`config.mk`:
```
export PLATFORM = sky130hd
export DESIGN_NAME = ecc_stream_decoder_flat
export DESIGN_NICKNAME = d
export VERILOG_FILES = /design/src/rtl/ecc_stream_decoder_if.sv /design/src/rtl/ecc_stream_decoder.sv /design/src/flat_wrapper.sv
export SDC_FILE = /design/constraint.sdc
export NUM_CORES = 1
export LEC_CHECK = 0
export CORE_MARGIN = 2
export CORE_UTILIZATION = 55
export CTS_CLUSTER_SIZE = 20
export DETAILED_ROUTE_END_ITERATION = 10
export GPL_TIMING_DRIVEN = 0
export HOLD_SLACK_MARGIN = 0.08
export PLACE_DENSITY_LB_ADDON = 0.25
export SETUP_SLACK_MARGIN = 0.15
export SLEW_MARGIN = 20
export SYNTH_ARGS = -nofsm -noshare
export SYNTH_HDL_FRONTEND = slang
export SYNTH_SLANG_ARGS = --single-unit
```
`constraint.sdc`:
```
create_clock -name clk -period 3.7 [get_ports clk]
set_input_delay 0.555 -clock clk [delete_from_list [all_inputs] [get_ports clk]]
set_output_delay 0.555 -clock clk [all_outputs]
set_load 0.02 [all_outputs]
```
`src/rtl/ecc_stream_decoder_if.sv`:
```
// Stream bundle for ecc_stream_decoder: 25-bit codeword sink side and 16-bit decoded-data source side.
// A beat transfers on a rising clk edge where valid and ready are both high; once raised, valid and its payload hold until that edge.
interface ecc_stream_decoder_if;
    logic [24:0] s_axis_tdata;
    logic        s_axis_tvalid;
    logic        s_axis_tready;
    logic [15:0] m_axis_tdata;
    logic [1:0]  m_axis_tuser;
    logic        m_axis_tvalid;
    logic        m_axis_tready;

    modport slave (
        input  s_axis_tdata, s_axis_tvalid, m_axis_tready,
        output s_axis_tready, m_axis_tdata, m_axis_tuser, m_axis_tvalid
    );

    modport master (
        output s_axis_tdata, s_axis_tvalid, m_axis_tready,
        input  s_axis_tready, m_axis_tdata, m_axis_tuser, m_axis_tvalid
    );
endinterface

```
`src/rtl/ecc_stream_decoder.sv`:
```
// Two-stage SECDED decoder for 2D-parity codewords with saturating error counters.
// Define ECC_DROP_UNCORRECTABLE_EN to count/flag but never emit uncorrectable words.
module ecc_stream_decoder #(
    parameter int CNT_W = 16
) (
    input  logic                 clk,
    input  logic                 reset_n,
    ecc_stream_decoder_if.slave  axis,
    input  logic                 clear_counts,
    output logic                 single_error_flag,
    output logic                 double_error_flag,
    output logic [CNT_W-1:0]     single_count,
    output logic [CNT_W-1:0]     double_count
);

    logic             rdy_en_q, rdy_en_d;
    logic             s1_valid_q, s1_valid_d;
    logic [15:0]      s1_data_q, s1_data_d;
    logic [3:0]       s1_rs_q, s1_rs_d;
    logic [3:0]       s1_cs_q, s1_cs_d;
    logic             s1_p_q, s1_p_d;
    logic             s2_valid_q, s2_valid_d;
    logic [15:0]      s2_data_q, s2_data_d;
    logic [1:0]       s2_user_q, s2_user_d;
    logic             sflag_q, sflag_d;
    logic             dflag_q, dflag_d;
    logic [CNT_W-1:0] scnt_q, scnt_d;
    logic [CNT_W-1:0] dcnt_q, dcnt_d;

    logic        s2_adv, s1_adv, s_ready, s_fire, s1_move;
    logic [3:0]  rp_calc, cp_calc;
    logic        rs_zero, cs_zero, rs_one, cs_one;
    logic        is_clean, is_corr, is_uncorr, flip_en, keep_word;
    logic [15:0] flip_mask, fixed_data;

    always_comb begin
        s2_adv  = !s2_valid_q || axis.m_axis_tready;
        s1_adv  = !s1_valid_q || s2_adv;
        s_ready = rdy_en_q && s1_adv;
        s_fire  = axis.s_axis_tvalid && s_ready;
        s1_move = s1_valid_q && s2_adv;

        rp_calc[0] = ^axis.s_axis_tdata[3:0];
        rp_calc[1] = ^axis.s_axis_tdata[7:4];
        rp_calc[2] = ^axis.s_axis_tdata[11:8];
        rp_calc[3] = ^axis.s_axis_tdata[15:12];
        cp_calc    = axis.s_axis_tdata[3:0] ^ axis.s_axis_tdata[7:4]
                   ^ axis.s_axis_tdata[11:8] ^ axis.s_axis_tdata[15:12];

        rs_zero   = (s1_rs_q == 4'd0);
        cs_zero   = (s1_cs_q == 4'd0);
        rs_one    = !rs_zero && ((s1_rs_q & (s1_rs_q - 4'd1)) == 4'd0);
        cs_one    = !cs_zero && ((s1_cs_q & (s1_cs_q - 4'd1)) == 4'd0);
        is_clean  = !s1_p_q && rs_zero && cs_zero;
        // Any syndrome a lone flipped bit can produce is correctable; row+col pins a data bit.
        is_corr   = s1_p_q && ((rs_one || rs_zero) && (cs_one || cs_zero));
        is_uncorr = !is_clean && !is_corr;
        flip_en   = s1_p_q && rs_one && cs_one;

        flip_mask  = {{4{s1_rs_q[3]}} & s1_cs_q, {4{s1_rs_q[2]}} & s1_cs_q,
                      {4{s1_rs_q[1]}} & s1_cs_q, {4{s1_rs_q[0]}} & s1_cs_q};
        fixed_data = flip_en ? (s1_data_q ^ flip_mask) : s1_data_q;
`ifdef ECC_DROP_UNCORRECTABLE_EN
        keep_word  = !is_uncorr;
`else
        keep_word  = 1'b1;
`endif
    end

    always_comb begin
        rdy_en_d   = 1'b1;
        s1_valid_d = s1_valid_q;
        s1_data_d  = s1_data_q;
        s1_rs_d    = s1_rs_q;
        s1_cs_d    = s1_cs_q;
        s1_p_d     = s1_p_q;
        s2_valid_d = s2_valid_q;
        s2_data_d  = s2_data_q;
        s2_user_d  = s2_user_q;
        sflag_d    = s1_move && is_corr;
        dflag_d    = s1_move && is_uncorr;
        scnt_d     = scnt_q;
        dcnt_d     = dcnt_q;

        if (s1_adv) begin
            s1_valid_d = s_fire;
            if (s_fire) begin
                s1_data_d = axis.s_axis_tdata[15:0];
                s1_rs_d   = rp_calc ^ axis.s_axis_tdata[19:16];
                s1_cs_d   = cp_calc ^ axis.s_axis_tdata[23:20];
                s1_p_d    = ^axis.s_axis_tdata;
            end
        end

        if (s2_adv) begin
            s2_valid_d = s1_valid_q && keep_word;
            if (s1_valid_q) begin
                s2_data_d = fixed_data;
                s2_user_d = {is_uncorr && keep_word, is_corr};
            end
        end

        // Clear has priority over a coincident increment.
        if (clear_counts) begin
            scnt_d = '0;
            dcnt_d = '0;
        end else begin
            if (sflag_d && (scnt_q != {CNT_W{1'b1}})) scnt_d = scnt_q + CNT_W'(1);
            if (dflag_d && (dcnt_q != {CNT_W{1'b1}})) dcnt_d = dcnt_q + CNT_W'(1);
        end
    end

    always_ff @(posedge clk or negedge reset_n) begin
        if (!reset_n) begin
            rdy_en_q   <= 1'b0;
            s1_valid_q <= 1'b0;
            s1_data_q  <= '0;
            s1_rs_q    <= '0;
            s1_cs_q    <= '0;
            s1_p_q     <= 1'b0;
            s2_valid_q <= 1'b0;
            s2_data_q  <= '0;
            s2_user_q  <= '0;
            sflag_q    <= 1'b0;
            dflag_q    <= 1'b0;
            scnt_q     <= '0;
            dcnt_q     <= '0;
        end else begin
            rdy_en_q   <= rdy_en_d;
            s1_valid_q <= s1_valid_d;
            s1_data_q  <= s1_data_d;
            s1_rs_q    <= s1_rs_d;
            s1_cs_q    <= s1_cs_d;
            s1_p_q     <= s1_p_d;
            s2_valid_q <= s2_valid_d;
            s2_data_q  <= s2_data_d;
            s2_user_q  <= s2_user_d;
            sflag_q    <= sflag_d;
            dflag_q    <= dflag_d;
            scnt_q     <= scnt_d;
            dcnt_q     <= dcnt_d;
        end
    end

    assign axis.s_axis_tready = s_ready;
    assign axis.m_axis_tvalid = s2_valid_q;
    assign axis.m_axis_tdata  = s2_data_q;
    assign axis.m_axis_tuser  = s2_user_q;
    assign single_error_flag  = sflag_q;
    assign double_error_flag  = dflag_q;
    assign single_count       = scnt_q;
    assign double_count       = dcnt_q;

endmodule

```
`src/flat_wrapper.sv`:
```
// flat-port wrapper written by rule: the top's interface ports become plain ports
module ecc_stream_decoder_flat 
#(
    parameter int CNT_W = 16
)
  (clk, reset_n, clear_counts, single_error_flag, double_error_flag, single_count, double_count, axis_s_axis_tdata, axis_s_axis_tvalid, axis_m_axis_tready, axis_s_axis_tready, axis_m_axis_tdata, axis_m_axis_tuser, axis_m_axis_tvalid);
  ecc_stream_decoder_if axis_i ();
  input  logic clk;
  input  logic reset_n;
  input  logic clear_counts;
  output logic single_error_flag;
  output logic double_error_flag;
  output logic [CNT_W-1:0] single_count;
  output logic [CNT_W-1:0] double_count;
  input wire logic [$bits(axis_i.s_axis_tdata)-1:0] axis_s_axis_tdata;
  input wire logic [$bits(axis_i.s_axis_tvalid)-1:0] axis_s_axis_tvalid;
  input wire logic [$bits(axis_i.m_axis_tready)-1:0] axis_m_axis_tready;
  output wire logic [$bits(axis_i.s_axis_tready)-1:0] axis_s_axis_tready;
  output wire logic [$bits(axis_i.m_axis_tdata)-1:0] axis_m_axis_tdata;
  output wire logic [$bits(axis_i.m_axis_tuser)-1:0] axis_m_axis_tuser;
  output wire logic [$bits(axis_i.m_axis_tvalid)-1:0] axis_m_axis_tvalid;
  assign axis_i.s_axis_tdata = axis_s_axis_tdata;
  assign axis_i.s_axis_tvalid = axis_s_axis_tvalid;
  assign axis_i.m_axis_tready = axis_m_axis_tready;
  assign axis_s_axis_tready = axis_i.s_axis_tready;
  assign axis_m_axis_tdata = axis_i.m_axis_tdata;
  assign axis_m_axis_tuser = axis_i.m_axis_tuser;
  assign axis_m_axis_tvalid = axis_i.m_axis_tvalid;
  ecc_stream_decoder #(.CNT_W(CNT_W)) u_core (.clk(clk), .reset_n(reset_n), .axis(axis_i), .clear_counts(clear_counts), .single_error_flag(single_error_flag), .double_error_flag(double_error_flag), .single_count(single_count), .double_count(double_count));
endmodule
```
==> impl_metrics.py <==
metrics = {
    "status": {
        "outcome": "finished, final reports clean",
    },
    "logic_synthesis": {
        "yosysTopAreaCell": "dfrtp_1",
        "ys_seq_area_share_pct": 49.44,
        "synth_ff_type": "dfrtp_1",
        "syn_area_sq_um": 4049,
        "avgSynthCellArea_sq_um": 10.38,
        "ys_seq_elements": 80,
        "syn_nets": 422,
        "yosysWarnings": 0,
        "postSynthCellCount": 390,
        "synth_cell_type_count": 36,
        "synth_top_area_share_pct": 49.44,
        "synth_edf_count": 0,
        "netlist_top_cells_area": "dfrtp_1, xnor2_1, xor2_1",
        "synthArstFlopShare_pct": 100.0,
    },
    "cts": {
        "path_clk_slew_ns": 0.08,
        "clock_sinks": 80,
        "h-tree-depth": 3,
        "cts.repair.resized": 0,
        "clock_path_buffers": 2,
        "clock_latency_ns": 0.35,
        "cts_tree": "built",
        "cts_setup_buffers": 0,
        "hold_buffers": 0,
        "cts_buffers": 9,
        "root_buffer": "clkbuf_8",
    },
    "die": {
        "fp.dieArea_sq_um": 8064,
        "coreArea_sq_um": 7176,
        "io_pins": 84,
        "die_h_microns": 89.80,
        "initial_core_util_pct": 56.43,
        "rows": 31,
        "die_x_microns": 89.80,
    },
    "power_and_ir_drop": {
        "p_leak_nw": 2.116,
        "finalPower_w": 0.002568,
        "power.density_nw_per_um2": 489.2,
        "vdd_drop_max_mv": 0.2788,
    },
    "route": {
        "drc": 0,
        "drt-total-wl_mm": 9.247,
        "ant_nets": 0,
        "via_count": 3214,
        "via_per_inst": 5.457,
        "wire_per_inst_microns": 15.70,
        "firstDrtPassIters": 4,
        "drtIter0Drc": 158,
    },
    "global_route": {
        "grt_antenna_before_repair": 0,
        "grt_pass1_vias": 3205,
        "grt.met2_usage_pct": 38.95,
        "busiest_layer": "met2",
        "grt_overflow_total": 0,
        "grtUsageMet1_pct": 31.33,
        "grt_use_total_pct": 24.05,
        "grt_max_degree": 59,
        "grt_pass1_wl_mm": 15.48,
        "use_met3_pct": 4.275,
    },
    "timing": {
        "maxSlewViolCount": 0,
        "worst_pin_slew_ns": 0.5868,
        "relSlewSlack_pct": 60.88,
        "finalHoldViolCount": 0,
        "whs_ns": 0.08691,
        "finalCriticalPeriod_ns": 2.467,
        "setup_tns_ns": 0,
        "rsz0062_at_grt": "false",
        "fin_ws_ns": 1.233,
        "skew_ns": 0.008363,
        "fmax_mhz": 405.4,
        "period_share_pct": 66.67,
        "setup_violations": 0,
    },
    "run": {
        "cap_violations": 0,
    },
    "final_layout": {
        "nets": 517,
        "drive_above_1_share_pct": 9.796,
        "num-fill-cells": 522,
        "syn_to_final_growth_pct": 29.64,
        "diodes": 0,
        "utilization_pct": 73.15,
    },
    "placement": {
        "place_ws_ns": 1.138,
        "finalWeightedCongestion": 0.8917,
        "io_buffer_count": 83,
        "dpl.hpwl_mm": 6.742,
    },
    "critical_path": {
        "crit_buf_inv": 2,
        "worst_ep_arrival_time_ns": 1.91,
        "crit_required_ns": 3.14,
        "cp_common_cell": "clkdlybuf4s50_1",
        "critPathKind": "primary input to output pin",
        "path_max_fanout": 2,
        "path_cells": "clkdlybuf4s50_1 > nand3b_1 > and2_1 > clkdlybuf4s50_1",
        "slowest_stage": "clkdlybuf4s50_1",
        "crit_path_end_kind": "output pin",
        "cp-start-kind": "primary input",
        "path_delay_family": "buffers and inverters",
        "slowest_delay_ns": 0.60,
    },
    "min_path": {
        "holdCritPathClass": "primary input to asynchronous set/reset pin",
    },
}
-- layer usage --
metal  vias to the layer above  routed length, microns
li1                       1527                       -
met4                         0                     270
met5                         -                       0
met3                        27                     459
met1                      1560                    3890
met2                       100                    4627
-- cell families (layout without fill, tap and decap cells) --
logic type	after synthesis	in the layout	share of synthesized area (%)
simple gates	148	148	18.66
xor+xnor	81	81	17.86
flops	80	80	49.44
compound gates	37	37	5.037
mux	20	20	5.563
buf+inv	19	119	2.225
fa+ha+maj	4	4	1.112
other cells	1	1	0.09262
-- cell type report --
cell class	instances	area [sq um]	area share, %
repair buffers	84	855.8	16.31
clock inverters	5	78.83	1.502
multi-input cells	291	1957	37.28
inverters	3	11.26	0.2145
clock buffers	11	141.4	2.694
flip-flops and latches	80	2002	38.14
well taps	99	123.9	2.360
plain buffers	16	78.83	1.502
-- cell usage in the layout, fill, tap and decap left out, drive strengths merged, types with 20 or more instances in the layout --
master / count
nand3: 28
o21ai: 27
xnor2: 53
xor2: 27
clkdlybuf4s50: 82
clkbuf: 20
nand2: 33
nor2: 27
dfrtp: 80
mux2: 20
-- worst reg2reg max path, stage by stage, from the launching register on --
cell and delay [ns]:
dfrtp_1 0.49, maj3_1 0.39, o21bai_1 0.21, and3_4 0.23
buf_4 0.17, buf_4 0.18, nand3_1 0.12, xor2_1 0.22
o21ai_1 0.09
-- final timing paths --
kind / start / endpoint / slack [ns] / depth (start not counted)
max: axis_m_axis_tready / axis_s_axis_tready / 1.23 / 4
max in group asynchronous: reset_n / u_core.s1_rs_q[2]$_DFFE_PN0P_ / 3.04 / 2
min reg2reg: u_core.axis.m_axis_tuser[1]$_DFFE_PN0P_ / u_core.axis.m_axis_tuser[1]$_DFFE_PN0P_ / 0.49 / 1
min: reset_n / u_core.single_count[5]$_DFFE_PN0P_ / 0.09 / 1
min in group clk: u_core.axis.m_axis_tuser[1]$_DFFE_PN0P_ / u_core.axis.m_axis_tuser[1]$_DFFE_PN0P_ / 0.49 / 1
max reg2reg: u_core.s1_cs_q[3]$_DFFE_PN0P_ / u_core.axis.m_axis_tdata[12]$_DFFE_PN0P_ / 1.48 / 8
-- stage by stage --
step / instances / area [sq um]
2_1_floorplan: 390 / 4049
3_3_place_gp: 572 / 5004
3_5_place_dp: 573 / 5029
4_1_cts: 589 / 5249
5_1_grt: 589 / 5249
6_report: 589 / 5249
-- registers in the layout (all words and copies together) (netlist names) --
name / flops
u_core.axis.m_axis_tvalid: 1
u_core.double_count: 16
u_core.s1_data_q: 16
u_core.single_error_flag: 1
u_core.s1_rs_q: 4
u_core.double_error_flag: 1
u_core.s1_valid_q: 1
u_core.s1_p_q: 1
u_core.s1_cs_q: 4
u_core.axis.m_axis_tuser: 2
u_core.rdy_en_q: 1
u_core.single_count: 16
u_core.axis.m_axis_tdata: 16
-- Yosys cell counts (3+ instances only) --
cell type and n:
buf_2 3, or3_1 5, nor4_1 8, buf_4 4
o21ai_1 21, a21oi_1 6, inv_1 3, nand2b_1 4
nor3_1 7, nand4_1 9, o21ai_0 6, nand2_1 33
mux2_2 20, clkbuf_1 9, xnor2_1 53, nand3_1 28
and2_1 5, and3_1 12, nor2_1 27, xor2_1 27
dfrtp_1 80
-- power by group --
group / leakage [nW] / total [W] / switching (W) / internal [W]
registers: 1.03 / 0.00114 / 0.000138 / 0.00101
logic: 0.971 / 0.000706 / 0.000353 / 0.000353
clock network: 0.114 / 0.000717 / 0.000318 / 0.000399
total: 2.12 / 0.00257 / 0.000809 / 0.00176
Note: power is estimated with default switching activity, not from simulation.
